$ cat src/rtl/alucodes.sv
// ============================================================================
// alucodes : picoMIPS ALU function codes shared by the ALU and its controllers
// Revision : 1.0
// ============================================================================
`ifndef ALUCODES_SV
`define ALUCODES_SV
`default_nettype none

`define RA   3'b000
`define RB   3'b001
`define RADD 3'b010
`define RSUB 3'b011

`default_nettype wire
`endif

$ cat src/rtl/picomips_pkg.sv
// ============================================================================
// picomips_pkg : shared types and flag positions for the picoMIPS datapath
// Revision     : 1.0
// ============================================================================
`default_nettype none

package picomips_pkg;

    typedef enum logic [1:0] {
        S_IDLE = 2'd0,
        S_RUN  = 2'd1,
        S_DONE = 2'd2
    } mult_state_t;

    localparam int FLAG_V = 2;
    localparam int FLAG_N = 1;
    localparam int FLAG_Z = 0;

endpackage

`default_nettype wire

$ cat src/rtl/alu_booth_mult_seq.sv
// ============================================================================
// alu_booth_mult_seq : sequential radix-2 Booth multiplier driving the shared ALU
// Revision           : 1.0
// ============================================================================
`include "alucodes.sv"
`default_nettype none

module alu_booth_mult_seq
    import picomips_pkg::*;
#(
    parameter int BUS_WIDTH  = 8,
    parameter int FUNC_WIDTH = 3,
    parameter int FLAG_WIDTH = 3
) (
    input  logic                     clk,
    input  logic                     reset,
    input  logic                     start,
    input  logic [BUS_WIDTH-1:0]     mcand,
    input  logic [BUS_WIDTH-1:0]     mplier,
    output logic                     busy,
    output logic                     done,
    output logic [2*BUS_WIDTH-1:0]   product,
    output logic [BUS_WIDTH-1:0]     alu_a,
    output logic [BUS_WIDTH-1:0]     alu_b,
    output logic [FUNC_WIDTH-1:0]    alu_func,
    input  logic [BUS_WIDTH-1:0]     alu_result,
    input  logic [FLAG_WIDTH-1:0]    alu_flags
);

    localparam int               CNT_W  = $clog2(BUS_WIDTH + 1);
    localparam logic [CNT_W-1:0] C_LAST = CNT_W'(BUS_WIDTH - 1);

    mult_state_t            state_q, state_d;
    logic [BUS_WIDTH-1:0]   acc_q, acc_d;
    logic [BUS_WIDTH-1:0]   q_q, q_d;
    logic                   q_m1_q, q_m1_d;
    logic [BUS_WIDTH-1:0]   m_q, m_d;
    logic [CNT_W-1:0]       cnt_q, cnt_d;
    logic [2*BUS_WIDTH-1:0] product_q, product_d;
    logic                   w_sign;
    logic                   w_unused_z;

    // N^V recovers the sign of the untruncated sum, so M = -2^(W-1) still shifts correctly.
    assign w_sign     = alu_flags[FLAG_N] ^ alu_flags[FLAG_V];
    assign w_unused_z = alu_flags[FLAG_Z];

    always_comb begin
        state_d   = state_q;
        acc_d     = acc_q;
        q_d       = q_q;
        q_m1_d    = q_m1_q;
        m_d       = m_q;
        cnt_d     = cnt_q;
        product_d = product_q;
        busy      = 1'b0;
        done      = 1'b0;
        alu_a     = '0;
        alu_b     = '0;
        alu_func  = FUNC_WIDTH'(`RA);
        case (state_q)
            S_IDLE: begin
                if (start) begin
                    acc_d   = '0;
                    q_d     = mplier;
                    m_d     = mcand;
                    q_m1_d  = 1'b0;
                    cnt_d   = '0;
                    state_d = S_RUN;
                end
            end
            S_RUN: begin
                busy  = 1'b1;
                alu_a = acc_q;
                alu_b = m_q;
                case ({q_q[0], q_m1_q})
                    2'b01:   alu_func = FUNC_WIDTH'(`RADD);
                    2'b10:   alu_func = FUNC_WIDTH'(`RSUB);
                    default: alu_func = FUNC_WIDTH'(`RA);
                endcase
                {acc_d, q_d, q_m1_d} = {w_sign, alu_result, q_q};
                cnt_d = cnt_q + 1'b1;
                // Capture on the final step so product is already valid while done is high.
                if (cnt_q == C_LAST) begin
                    product_d = {w_sign, alu_result, q_q[BUS_WIDTH-1:1]};
                    state_d   = S_DONE;
                end
            end
            S_DONE: begin
                busy    = 1'b1;
                done    = 1'b1;
                state_d = S_IDLE;
            end
            default: state_d = S_IDLE;
        endcase
    end

    always_ff @(posedge clk) begin
        if (reset) begin
            state_q   <= S_IDLE;
            acc_q     <= '0;
            q_q       <= '0;
            q_m1_q    <= 1'b0;
            m_q       <= '0;
            cnt_q     <= '0;
            product_q <= '0;
        end else begin
            state_q   <= state_d;
            acc_q     <= acc_d;
            q_q       <= q_d;
            q_m1_q    <= q_m1_d;
            m_q       <= m_d;
            cnt_q     <= cnt_d;
            product_q <= product_d;
        end
    end

    assign product = product_q;

endmodule

`default_nettype wire

$ cat config.mk
export PLATFORM = sky130hd
export DESIGN_NAME = alu_booth_mult_seq
export DESIGN_NICKNAME = d
export VERILOG_FILES = /design/src/rtl/picomips_pkg.sv /design/src/rtl/alu_booth_mult_seq.sv
export VERILOG_INCLUDE_DIRS = /design/src /design/src/rtl
export SDC_FILE = /design/constraint.sdc
export NUM_CORES = 1
export LEC_CHECK = 0
export BUFFER_PORTS_ARGS = -buffer_cell sky130_fd_sc_hd__buf_2
export CAP_MARGIN = 40
export CORE_MARGIN = 2
export CORE_UTILIZATION = 25
export CTS_CLUSTER_DIAMETER = 120
export CTS_CLUSTER_SIZE = 12
export DETAILED_ROUTE_END_ITERATION = 8
export HOLD_SLACK_MARGIN = 0.12
export PLACE_DENSITY = 0.52
export SETUP_SLACK_MARGIN = 0.3
export SYNTH_ARGS = -nofsm -noshare
export SYNTH_HDL_FRONTEND = slang
export SYNTH_SLANG_ARGS = --single-unit
$ cat constraint.sdc
create_clock -name clk -period 2.15 [get_ports clk]
set_input_delay 0.1075 -clock clk [delete_from_list [all_inputs] [get_ports clk]]
set_output_delay 0.1075 -clock clk [all_outputs]
set_load 0.005 [all_outputs]
==> results.md <==
* Status: complete, no violations
* Area of the core at 0.00822 sq mm
* CTS tree: done
* Die area at 0.00920 sq mm
* Ys Warns at 0
* Final nets at between 300 and 400
* R2R cell count at 5
* Dpl cell area at ~0.0025 sq mm
* Worst path max stage delay at 330 ps
* Synth top area cells: dfxtp_1, nand2_1, a21oi_1, a211oi_2, and2_1
* Bufs and invs on worst path at 4
* Power Density at approximately 720 mW/mm^2
* PortBufs at 64
* TritonCTS Buffers at 5
* Reg2Reg Setup Slack at about 600 ps
* Combinational power share at 0.230
* RSZ-0062 raised after global routing: false
* Max IR drop VDD at ~0.27 mV
* Gpl congestion at between 0.6 and 0.7
* Setup_tns at 0 ps
* TritonRoute pass-1 iters at 4
* Mapped Area at 0.00211 sq mm
* Synthesized flop and latch total at 47
* Worst-Skew Late Latency at 300 ps
* Reg2reg end: product[15]
* Final setup fails at 0
* Slew HR at 0.637
* Min-delay worst type: in -> reg
* Final Cycle Share at 0.755
* Vert. Die Dim at roughly 96 microns
* CP Max Fanout at 16
* Largest area contributor in the netlist: dfxtp_1
* Vias post-DR at between 1500 and 2000
* Initial core utilization at 0.257
* Critical path class: reg -> out
* Leak Pwr at roughly 0.0012 uW
* Row cnt at 33
* CP dominant cell by count: inv_1
* WL final at ~5200 microns
* H-tree depth at 2
* Synth Net Count at ~280
* Synthesis-to-layout area growth at 31.4%
* Synth unique cells at 32
* Wire per inst at 12.2 microns
* DRC viols at 0
* Postcts setup bufs at 0
* Internal Power at 1390 uW
* Share of layout cells above drive strength 1 at 0.286
* Post-route cell area at roughly 0.0028 sq mm
* Vias in the first global route at between 1500 and 2000
* DRT iter0 DRCs at 76
* Hold_sp: mplier[2]
* All-Layer GR Usage at 0.118
* Worst Hold Path EP: q_q[2]
* Fin. max-slew vios at 0
* Syn_area_per_cell at between 8 and 9 sq um
* Die width at about 96 microns
* Largest net degree at the start of global routing at 29
* Hold path depth at 3
* Grt ovf at 0
* Worst EP arrival at 1520 ps
* FF-to-FF Start: cnt_q[0]
* Post-synthesis sequential area ratio at 0.445
* Hold Fails Final Rpt at 0
* Minimum clock period at about 1600 ps
* Clk_skew at about 12 ps
* Crit path cell chain: inv_1 > ha_2 > buf_6 > inv_1 > nor2_1 > buf_2
* Worst-Margin Slew at 544 ps
* Root buffer cell: clkbuf_8
* Critical Path RT at ~2000 ps
* P_sw at slightly above 600 uW
* Sw Ratio at 0.303
* Clock Tree Buf Depth at 2
* Share of the synthesized area in the top cell type at 0.445
* Antenna Nets Post-Route at 0
* First-pass GRT wire length at 8520 microns
* Synth Instances at ~240
* Crit path launch type: register
* Max_cap viols at 0
* Critical Path Slowest Stage Cell: dfxtp_1
* Achievable Freq at 616 MHz
* CP top delay family: buffers and inverters
* Crit. End Element: output pin
* Post-DP HPWL at 3540 microns
* Initial antenna violation count at 0
* CTS clock-pin slew for the worst setup and hold paths at 100 ps
* IO Count at between 60 and 70
* Reg power frac at 0.483
* Clk sinks at between 40 and 50
* # diodes at 0
* Final Util at 0.338
* Clk network pwr share at 0.288
* Vias per inst at ~4.4
[per-stage QoR]
step           hold slack, ps  setup slack, ps  power, uW  std cells
4_1_cts                   164              387       2030        423
2_1_floorplan             243              688       1320        241
6_report                  167              526       2000        423
3_5_place_dp              367              558       1420        399
3_3_place_gp              361              568       1420        399
5_1_grt                   158              347       2140        423
[layout by cell type (no fill, tap or decap), drive strengths merged, types with 2 or more instances in the layout]
cell type    Yosys  final
buf             14     72
dfxtp           47     47
nand2           40     40
a21oi           26     26
nor2            22     22
and2            16     16
dlygate4sd3      0     16
nand3           10     10
a211oi          10     10
mux2i            9      9
a32oi            9      9
inv              7      7
clkbuf           5      6
ha               5      5
nor2b            3      3
o21ai            3      3
nand2b           2      2
[metal layers]
| metal | vias to the layer above | wire [microns] | GRT usage | share of wire |
|---|---|---|---|---|
| met5 | - | 0 | 0 | 0 |
| met4 | 0 | 44 | 0.0286 | 0.0085 |
| met3 | 7 | 290 | 0.0305 | 0.056 |
| met2 | 51 | 2330 | 0.191 | 0.45 |
| met1 | 844 | 2500 | 0.159 | 0.48 |
| li1 | 972 | - | - | - |
[worst max-delay path by stage]
stage	startpoint	endpoint	cells after the start
2_1_floorplan	state_q[0]	q_q[5]	7
3_3_place_gp	state_q[1]	acc_q[7]	6
3_5_place_dp	state_q[1]	q_q[0]	6
4_1_cts	state_q[1]	alu_a[7]	6
5_1_grt	state_q[1]	alu_func[1]	6
6_report	state_q[1]	alu_a[7]	6
[tightest hold or removal path: stages]
cell	delay [ps]
buf_2	100
mux2i_1	140
a211oi_2	80
[state kept, by name, indices dropped and copies added (netlist names)]
register / flops
cnt_q: 4
acc_q: 8
m_q: 8
product: 16
q_q: 8
state_q: 2
q_m1_q: 1
[synth_stat cells]
master / number
clkbuf_1: 5
buf_6: 5
nand3_1: 10
nand2b_1: 2
mux2_4: 1
nor2_1: 22
nand2_1: 40
or3_1: 1
a32oi_1: 9
xnor2_1: 1
a21boi_0: 1
and4b_1: 1
a211oi_2: 9
a2111o_1: 1
and2_1: 16
buf_4: 2
a211oi_1: 1
nand3b_1: 1
o21ai_0: 3
mux2i_1: 9
nor2b_1: 3
o32a_1: 1
a31oi_1: 1
ha_1: 5
conb_1: 1
and3b_1: 1
buf_2: 7
nand4b_1: 1
o22ai_1: 1
a21oi_1: 26
dfxtp_1: 47
inv_1: 7
[kinds of logic after synthesis]
logic type      count (synthesis)  share of synthesized area
buf+inv                        26                     0.0716
mux                            10                     0.0497
flops                          47                      0.445
xor+xnor                        1                    0.00415
fa+ha+maj                       5                     0.0296
compound gates                 53                      0.182
simple gates                   98                      0.216
other cells                     1                    0.00177
[cell type report]
class                   count  area, sq um
multi-input cells         168         1020
clock buffers               6         82.6
clock inverters             2         16.3
flip-flops and latches     47          941
repair buffers             88          557
well taps                 105          131
fillers                   849         5440
inverters                   7         26.3
[power groups by stage]
stage                     logic [uW]  registers, uW  clock network, uW
final                            460            966                576
after global routing             515            976                646
after CTS                        461            967                601
after detailed placement         437            987                  0
after global placement           434            985                  0
after floorplan                  339            978                  0
[what timing repair did]
item                                   in CTS  in global routing
resized for setup                           0                  2
setup endpoints to repair                   0                  2
endpoints found under the hold margin      23                  0
hold buffers                               16                  0
No activity file was read; power rests on OpenSTA's default activity.
